`src/rtl/mmio_button_port.sv`:
```
// rtl/mmio_button_port.sv - memory-mapped button status register and LED latch in front of the data RAM
// Mapped addresses are decoded on all 32 bits; everything else passes through to the RAM untouched.
module mmio_button_port #(
  parameter logic [31:0] BTN_ADDR        = 32'd1000,
  parameter logic [31:0] LED_ADDR        = 32'd2000,
  parameter int          DEBOUNCE_CYCLES = 4,
  parameter int          CNT_W           = 16
) (
  input  logic        clock,
  input  logic        reset,
  input  logic        button_raw,
  input  logic [31:0] address_dmem,
  input  logic        wren,
  input  logic [31:0] data,
  input  logic [31:0] q_ram,
  output logic [31:0] q_dmem,
  output logic        ram_wren,
  output logic [31:0] led_out,
  output logic        press_pending
);

  localparam logic [CNT_W-1:0] CNT_LAST = CNT_W'(DEBOUNCE_CYCLES - 1);

  logic             sync1;
  logic             sync2;
  logic             btn_db;
  logic             pending;
  logic [CNT_W-1:0] db_cnt;
  logic [7:0]       press_count;

  logic btn_sel;
  logic led_sel;
  logic commit;
  logic press_evt;
  logic clear_req;

  assign btn_sel   = (address_dmem == BTN_ADDR);
  assign led_sel   = (address_dmem == LED_ADDR);
  assign commit    = (sync2 != btn_db) && (db_cnt == CNT_LAST);
  assign press_evt = commit && sync2;
  assign clear_req = wren && btn_sel && data[0];

  assign ram_wren      = wren & ~btn_sel & ~led_sel;
  assign press_pending = pending;

  always_comb begin
    q_dmem = q_ram;
    if (btn_sel) begin
      q_dmem = {16'b0, press_count, 6'b0, btn_db, pending};
    end else if (led_sel) begin
      q_dmem = led_out;
    end
  end

  // Synchronizer and debouncer; any bounce back to the committed level restarts the count.
  always_ff @(posedge clock or posedge reset) begin
    if (reset) begin
      sync1  <= 1'b0;
      sync2  <= 1'b0;
      btn_db <= 1'b0;
      db_cnt <= '0;
    end else begin
      sync1 <= button_raw;
      sync2 <= sync1;
      if (sync2 == btn_db) begin
        db_cnt <= '0;
      end else if (commit) begin
        btn_db <= sync2;
        db_cnt <= '0;
      end else begin
        db_cnt <= db_cnt + 1'b1;
      end
    end
  end

  // A press committing on the same edge as a clear wins, leaving exactly one counted press.
  always_ff @(posedge clock or posedge reset) begin
    if (reset) begin
      pending     <= 1'b0;
      press_count <= 8'd0;
    end else if (press_evt) begin
      pending <= 1'b1;
      if (clear_req) begin
        press_count <= 8'd1;
      end else if (press_count != 8'hFF) begin
        press_count <= press_count + 8'd1;
      end
    end else if (clear_req) begin
      pending     <= 1'b0;
      press_count <= 8'd0;
    end
  end

  always_ff @(posedge clock or posedge reset) begin
    if (reset) begin
      led_out <= 32'd0;
    end else if (wren && led_sel) begin
      led_out <= data;
    end
  end

endmodule

```
`config.mk`:
```
export PLATFORM = sky130hd
export DESIGN_NAME = mmio_button_port
export DESIGN_NICKNAME = d
export VERILOG_FILES = /design/src/rtl/mmio_button_port.sv
export SDC_FILE = /design/constraint.sdc
export NUM_CORES = 1
export LEC_CHECK = 0
export CAP_MARGIN = 20
export CORE_ASPECT_RATIO = 1.2
export CORE_MARGIN = 2
export CORE_UTILIZATION = 35
export CTS_CLUSTER_SIZE = 14
export DETAILED_ROUTE_END_ITERATION = 8
export GPL_ROUTABILITY_DRIVEN = 0
export HOLD_SLACK_MARGIN = 0.06
export PLACE_DENSITY_LB_ADDON = 0.15
export SLEW_MARGIN = 20
export SYNTH_ARGS = -nofsm -noshare
export SYNTH_HDL_FRONTEND = slang
export SYNTH_SLANG_ARGS = --single-unit
```
`constraint.sdc`:
```
create_clock -name clock -period 3.5 [get_ports clock]
set_input_delay 0.7 -clock clock [delete_from_list [all_inputs] [get_ports clock]]
set_output_delay 0.7 -clock clock [all_outputs]
set_load 0.1 [all_outputs]
```
==> results, run 1 <==
- The flow ran to the end, and the final reports show no timing, DRC or antenna violations.
- In the global route stage, overall resource usage came out at 0.2053.
- Leaving out fill and tap cells, the most frequent cell in the layout is clkdlybuf4s50_1.
- Of all flip-flops after synthesis, the portion carrying an async set or reset was 1.000.
- Setup violations remaining at the end of the flow were counted as 0.
- The initial antenna violation count is 0.
- In the global route stage, met2 resource usage came out at 0.3629.
- CTS built an H-tree with a depth of 3.
- Among all flip-flop cells after synthesis, the most frequent one is dfrtp_1.
- The number of search-and-repair iterations in the first detailed-routing pass is 4.
- STA classifies the critical path startpoint as a primary input.
- The library cells used most frequently in the layout, excluding fill and tap cells, are clkdlybuf4s50_1 (127), dfrtp_1 (60), buf_12 (37).
- The global-route wire length before repair is between 15000 and 20000 microns.
- The largest total area in the synthesized netlist belongs to dfrtp_1.
- The multi-input combinational cell area is 1724 sq um.
- Sorting the synthesized cells by area gives the leading types as dfrtp_1 (46%), mux2i_1 (7.7%), mux2_1 (6.9%).
- The share of the clock period used by the worst path after layout is 0.9678.
- The leakage power is roughly 2.5 nW.
- TritonCTS built the clock tree.
- Synthesis produced 298 cells.
- The total power is between 1.5 and 2 mW.
- In this run the power density over the cells is ~330 nW/um^2.
- After routing the design area is 5708 sq um.
- The number of enable-type register cells in the synthesized netlist is 0.
- For this block, the initial DRC count from the detailed router was 98.
- The total global routing overflow is 0.
- The worst setup path is captured at a primary output.
- The placed standard-cell area is around 5500 sq um.
- The number of global-route vias before repair is between 3000 and 4000.
- The die is between 90 and 100 microns wide.
- Measured against its own limit, the worst slew margin works out to 0.3046.
- The slew at the pin closest to its max-slew limit is ~1000 ps.
- Once detail routing completed, the nets flagged for antenna violations numbered 0.
- For this run, design rule violations remaining after detail routing come to 0.
- Across the VDD grid, the largest voltage drop is 0.1581 mV.
- For the finished layout, the period the worst path requires is between 3000 and 4000 ps.
- The detailed placer's ending HPWL is between 7000 and 8000 microns.
- The layout overhead on the synthesized area is 75.26%.
- The antenna cell count is 0.
- The share of post-route cells with drive strength above 1 is 0.2274.
- The clock root buffer is clkbuf_8.
- The final number of hold-violating endpoints came to 0.
- The die area is approximately 10000 sq um.
- The total area of sequential cells is approximately 1500 sq um.
- The floorplan step set the die height to between 100 and 150 microns.
- The tool flagged a number of max-cap violations equal to 0.
- The longest clock path from root to sink contains 2 buffers.
- The share of synthesized area in the top cell type comes to 0.4610.
- The number of port buffers is 165.
- In this run the count of I/O pins placed on the die edge is around 170.
- The initial cell density of the core is 0.3605.
- The clock net in this run drives a total of 60 sinks.
- The setup slack at placement is a little under 5 ps.
- After synthesis the cells add up to 3257 sq um.
- The final number of max-transition violations is 0.
- The least setup slack across all paths after layout is ~110 ps.
- The worst hold path was traced through 0 stages.
- The number of cells traversed by the worst register-to-register path is 6.
- The share of synthesized area occupied by flip-flops and latches is 0.4610.
- The global-route track usage on met1 is 0.2244.
- Across all hold checks on the routed design, the worst slack comes to roughly 350 ps.
- The setup TNS is 0 ps.
- In this run the mean area of a mapped cell was between 10 and 15 sq um.
- For the final database, setup skew stands at 6.777 ps.
- Based on the critical path, the design can be clocked at up to 295.2 MHz.
- The core area is between 9000 and 10000 sq um.
- The number of fill cells in the layout is around 740.
- For this run, the number of Yosys warnings is 0.
- The critical path is of the primary input to primary output type.
- The clock insertion delay at the later pin of the skew report is ~340 ps.
- The min-delay analysis places its worst path in the category flip-flop to flip-flop.
- The floorplan has 38 rows.
- In this run the worst path has a maximum fanout of 24.
- STA puts the critical path data arrival time at around 2700 ps.
- The quantity of hold-fixing buffers added after cts is 0.
- Counting distinct cell types in the post-synthesis netlist gives 40.
- In the global route stage, met3 resource usage came out at 0.07128.
- The register clock-pin slew on the reported worst setup and hold paths is roughly 70 ps.
- Counting the buffers created by CTS gives 9.
- The net count of the mapped netlist is 400.
- The layout net count is between 500 and 600.
- The critical path data required time is around 2800 ps.
- Entering global routing, the biggest net connects 36 pins.
- The via-per-instance ratio is ~5.
- After global routing, the most crowded layer is met2.
- The detailed-route via count is approximately 3100.
- After detailed routing, the average wire length per cell comes to between 15 and 20 microns.
- Counting flops and latches in the post-synthesis netlist gives 60.
- The final layout contains routed wiring with a total length of approximately 10000 microns.
-- logic make-up after synthesis --
kind of cell | count (synthesis) | share of synthesized area
and+or+nand+nor | 110 | 0.1763
AOI/OAI and AO/OA | 34 | 0.07799
DFF | 60 | 0.4610
adders and majority gates | 2 | 0.007682
xor gates and xnor gates | 15 | 0.04034
buffers and inverters | 19 | 0.03419
muxes | 58 | 0.2025
-- area by class of cell --
class                   count  share of cell area
clock buffers               9             0.02170
clock inverters             7             0.01600
multi-input cells         219              0.3021
inverters                   4            0.002630
repair buffers            176              0.3683
flip-flops and latches     60              0.2630
well taps                 120             0.02630
-- worst max-delay path, stage by stage --
cell and delay (ps):
clkdlybuf4s50_1 400, nor4_1 330, nand3_1 180, nor3b_2 280, buf_12 240, mux2i_2 290, nor2_2 80, buf_12 170
-- power by group --
part	switching (mW)	internal [mW]	total, mW
Combinational	0.277	0.220	0.497
Clock	0.283	0.398	0.681
Sequential	0.0205	0.713	0.733
Total	0.580	1.33	1.91
-- synth_stat cells (all sizes together) (3+ instances only) --
cell type,n
xor2,9
inv,4
nor2,46
clkbuf,7
and3,7
or3,3
nand4,8
nand3,9
buf,8
a22o,20
nor3,6
mux2i,25
o21ai,6
nand2,8
nor4,8
dfrtp,60
xnor2,6
nor3b,4
a21oi,4
mux2,33
-- per-stage QoR --
stage          utilization  std cells
2_1_floorplan            -        298
3_3_place_gp        0.6047        576
3_5_place_dp        0.6047        576
4_1_cts             0.6294        593
5_1_grt             0.6319        595
6_report            0.6319        595
-- flip-flops by register name (all words and copies together) (netlist names) --
register and cells:
sync1 1, btn_db 1, sync2 1, press_pending 1
led_out 32, db_cnt 16, press_count 8
-- repair_timing --
action | 4_1_cts | 5_1_grt
endpoints found under the hold margin | 0 | 0
endpoints found under the setup margin | 1 | 32
setup buffers | 1 | 2
resized for setup | 0 | 2
pin swaps | 1 | 2
cloned | 0 | 0
-- layer usage --
layer  share of wire  vias to the layer above
li1                -                     1427
met1            0.38                     1504
met2            0.52                      102
met3           0.075                       18
met4           0.025                        0
met5               0                        -
-- path summary, 6_finish.rpt --
check | from | end | slack [ps]
worst max-delay path | address_dmem[24] | q_dmem[22] | 110
worst min-delay path | sync1$_DFF_PP0_ | sync2$_DFF_PP0_ | 350
worst max register to register | db_cnt[0]$_DFF_PP0_ | press_count[7]$_DFFE_PP0P_ | 1120
worst min register to register | sync1$_DFF_PP0_ | sync2$_DFF_PP0_ | 350
max in group asynchronous | reset | led_out[13]$_DFFE_PP0P_ | 2050
min in group asynchronous | reset | db_cnt[4]$_DFF_PP0_ | 830
(Power assumes the default switching activity.)
==> run 2: changes to the inputs <==
--- a/config.mk
+++ b/config.mk
@@ -9,7 +9,7 @@
 export CORE_ASPECT_RATIO = 1.2
 export CORE_MARGIN = 2
 export CORE_UTILIZATION = 35
-export CTS_CLUSTER_SIZE = 14
+export CTS_BUF_LIST = sky130_fd_sc_hd__clkbuf_8
 export DETAILED_ROUTE_END_ITERATION = 8
 export GPL_ROUTABILITY_DRIVEN = 0
 export HOLD_SLACK_MARGIN = 0.06
==> results of run 2 <==
The final DEF is identical to that of run 1; final timing and power are the same.
==> run 3: changes to the inputs <==
--- a/config.mk
+++ b/config.mk
@@ -6,11 +6,11 @@
 export NUM_CORES = 1
 export LEC_CHECK = 0
 export CAP_MARGIN = 20
-export CORE_ASPECT_RATIO = 1.2
 export CORE_MARGIN = 2
 export CORE_UTILIZATION = 35
 export CTS_BUF_LIST = sky130_fd_sc_hd__clkbuf_8
 export DETAILED_ROUTE_END_ITERATION = 8
+export DONT_BUFFER_PORTS = 1
 export GPL_ROUTABILITY_DRIVEN = 0
 export HOLD_SLACK_MARGIN = 0.06
 export PLACE_DENSITY_LB_ADDON = 0.15
@@ -18,3 +18,4 @@
 export SYNTH_ARGS = -nofsm -noshare
 export SYNTH_HDL_FRONTEND = slang
 export SYNTH_SLANG_ARGS = --single-unit
+export TNS_END_PERCENT = 1
==> results, run 3 (synthesis results as in run 1) <==
- The final number of hold-violating endpoints is 0.
- The number of buffers added by the clock tree synthesis step is 9.
- The layout net count is 438.
- The worst-case IR drop observed on VDD is about 0.22 mV.
- Based on the critical path, the design can be clocked at up to ~330 MHz.
- The quantity of hold-fixing buffers added after cts is 0.
- The initial antenna violation count is 0.
- In the global route stage, overall resource usage came out at 0.1718.
- Clock-pin slew was measured on the worst setup and hold paths at 60 ps.
- For this run the aggregate overflow at the end of global routing stands at 0.
- The clock root buffer is clkbuf_8.
- The setup slack at placement is roughly 450 ps.
- Setup repair after global routing left no endpoint under its margin.
- Detailed routing inserted a total of around 2500 vias.
- The least setup slack across all paths after layout is approximately 460 ps.
- The run finished with clean final reports.
- The most common library cell in the layout ignoring fill and taps is dfrtp_1.
- The number of global-route vias before repair was 2547.
- The post-CTS setup buffer count is 0.
- The number of fill cells in the layout is between 800 and 900.
- From synthesis to final layout, the design area changed by 33.46%.
- The critical path in this run is classified as primary input to primary output.
- Grouping stages by cell kind, the critical path spends the most delay in simple AND/OR/NAND/NOR gates.
- The antenna cell count is 0.
- On the worst path, the slowest cell contributes a delay of 370 ps.
- The maximum fanout count along the critical path is 10.
- STA classifies the critical path endpoint as a primary output.
- approximately 170 I/O pins were placed.
- The cell with the largest stage delay on the worst path is a22o_1.
- The share of post-route cells with drive strength above 1 is 0.2891.
- The worst hold slack after final layout is between 300 and 400 ps.
- The number of nets with antenna violations after routing is 0.
- The chip width is ~100 microns.
- The leakage power is between 1.5 and 2 nW.
- TritonCTS built the clock tree.
- The number of search-and-repair iterations in the first detailed-routing pass is 4.
- The die span in y is approximately 100 microns.
- The total wirelength of the detailed-routed design is 8381 microns.
- The floorplan has 35 rows.
- Counting flops per register, the top entry is led_out.
- The clock period could shrink to ~3000 ps.
- At the pin with the least slew margin, the transition time is roughly 1000 ps.
- The final number of max-transition violations came to 0.
- The number of flip-flops in the largest register is 32.
- No sink is reached through more buffers than the 2 on the longest clock path.
- The largest net degree at the start of global routing is a little under 50.
- The global-route wire length before repair is ~13000 microns.
- In the routed layout, each cell is associated on average with a via count of around 5.5.
- The setup TNS is 0 ps.
- The share of the clock period used by the worst path after layout is 0.8674.
- The max capacitance violation total is 0.
- The post-layout instance count excluding filler cells is 450.
- The worst setup path is launched from a primary input.
- In the final layout, the registers with the most flip-flops are led_out x32, db_cnt x16, press_count x8.
- For this design the ratio of total power to cell area is just over 400 nW/um^2.
- The clock reaches the later pin of the worst-skew pair after roughly 320 ps.
- Together, buffers and inverters on the worst path number 1.
- The critical path goes through nor4b_2 > nand4_1 > nor2_1 > o21ai_1 > a22o_1 > buf_12.
- The final setup violation count is 0.
- The maximum level of the CTS H-tree is 3.
- The clock sink count is 60.
- The floorplan step defined a die boundary enclosing around 10000 sq um.
- The total area inside the core boundary comes to between 9000 and 10000 sq um.
- For this configuration, the core starts out at a cell density of 0.3558.
- The critical path arrival is about 2300 ps.
- The first routing iteration left 106 violations.
- The number of gates resized after CTS is 0.
- The DRC violation count after routing is 0.
- The number of port buffers is 0.
- The average detailed-routed wire length per instance is approximately 19 microns.
- The HPWL after detailed placement is about 6400 microns.
- The worst slew margin relative to its limit is 0.3288.
- The path class of the lowest-slack min-delay path is flip-flop to flip-flop.
- The worst clock skew is roughly 9.4 ps.
- In this run, placement finished with an instance count of 436.
- In the layout the commonest cells are dfrtp_1 (60), buf_12 (35), mux2i_1 (25).
- STA puts the critical path data required time at 2800 ps.
## run 3: cell types whose count changed in the layout (fill, tap and decap cells not counted), moves of 2 or more
cell	change
buf_12	-2
buf_4	-5
clkinv_2	-2
clkdlybuf4s50_1	-127
clkbuf_8	+4
## run 3: worst register-to-register path, cell delays in order (launching register included)
cell and delay [ps]:
dfrtp_1 390, ha_1 230, nor4b_1 350, nand4_1 480, nor4_1 500, xnor2_1 170
nor2_1 60
## run 3: area by class of cell
type	count	area (sq um)	share of cell area
clock buffer	13	178.9	0.04116
multi-input combinational	219	1728	0.3975
timing repair buffer	42	753.2	0.1733
clock inverter	1	30.03	0.006908
inverter	4	16.27	0.003742
sequential	60	1501	0.3454
tap	111	138.9	0.03195
## run 3: worst paths after layout
check,from,endpoint,slack [ps],cells past startpoint
max,address_dmem[1],q_dmem[14],460,6
max reg2reg,db_cnt[0]$_DFF_PP0_,press_count[7]$_DFFE_PP0P_,1220,6
min reg2reg,sync1$_DFF_PP0_,sync2$_DFF_PP0_,350,0
max in group asynchronous,reset,led_out[13]$_DFFE_PP0P_,2410,2
min,sync1$_DFF_PP0_,sync2$_DFF_PP0_,350,0
min in group asynchronous,reset,sync1$_DFF_PP0_,390,1
## run 3: layer usage
metal / GRT usage / share of wire
met1: 0.2041 / 0.41
met2: 0.2762 / 0.49
met3: 0.08114 / 0.10
met4: 0.05479 / 0
met5: 0 / 0
## run 3: power by group
part           switching [mW]  leakage [nW]  internal (mW)
Combinational           0.252          1.05          0.122
Sequential             0.0201         0.783          0.714
Clock                   0.247         0.108          0.399
## run 3: stage by stage
step | util | instance area, sq um | power (mW)
2_1_floorplan | - | 3262 | 1.000
3_3_place_gp | 0.4519 | 4136 | 1.125
3_5_place_dp | 0.4519 | 4136 | 1.124
4_1_cts | 0.4748 | 4345 | 1.779
5_1_grt | 0.4749 | 4347 | 1.838
6_report | 0.4749 | 4347 | 1.753
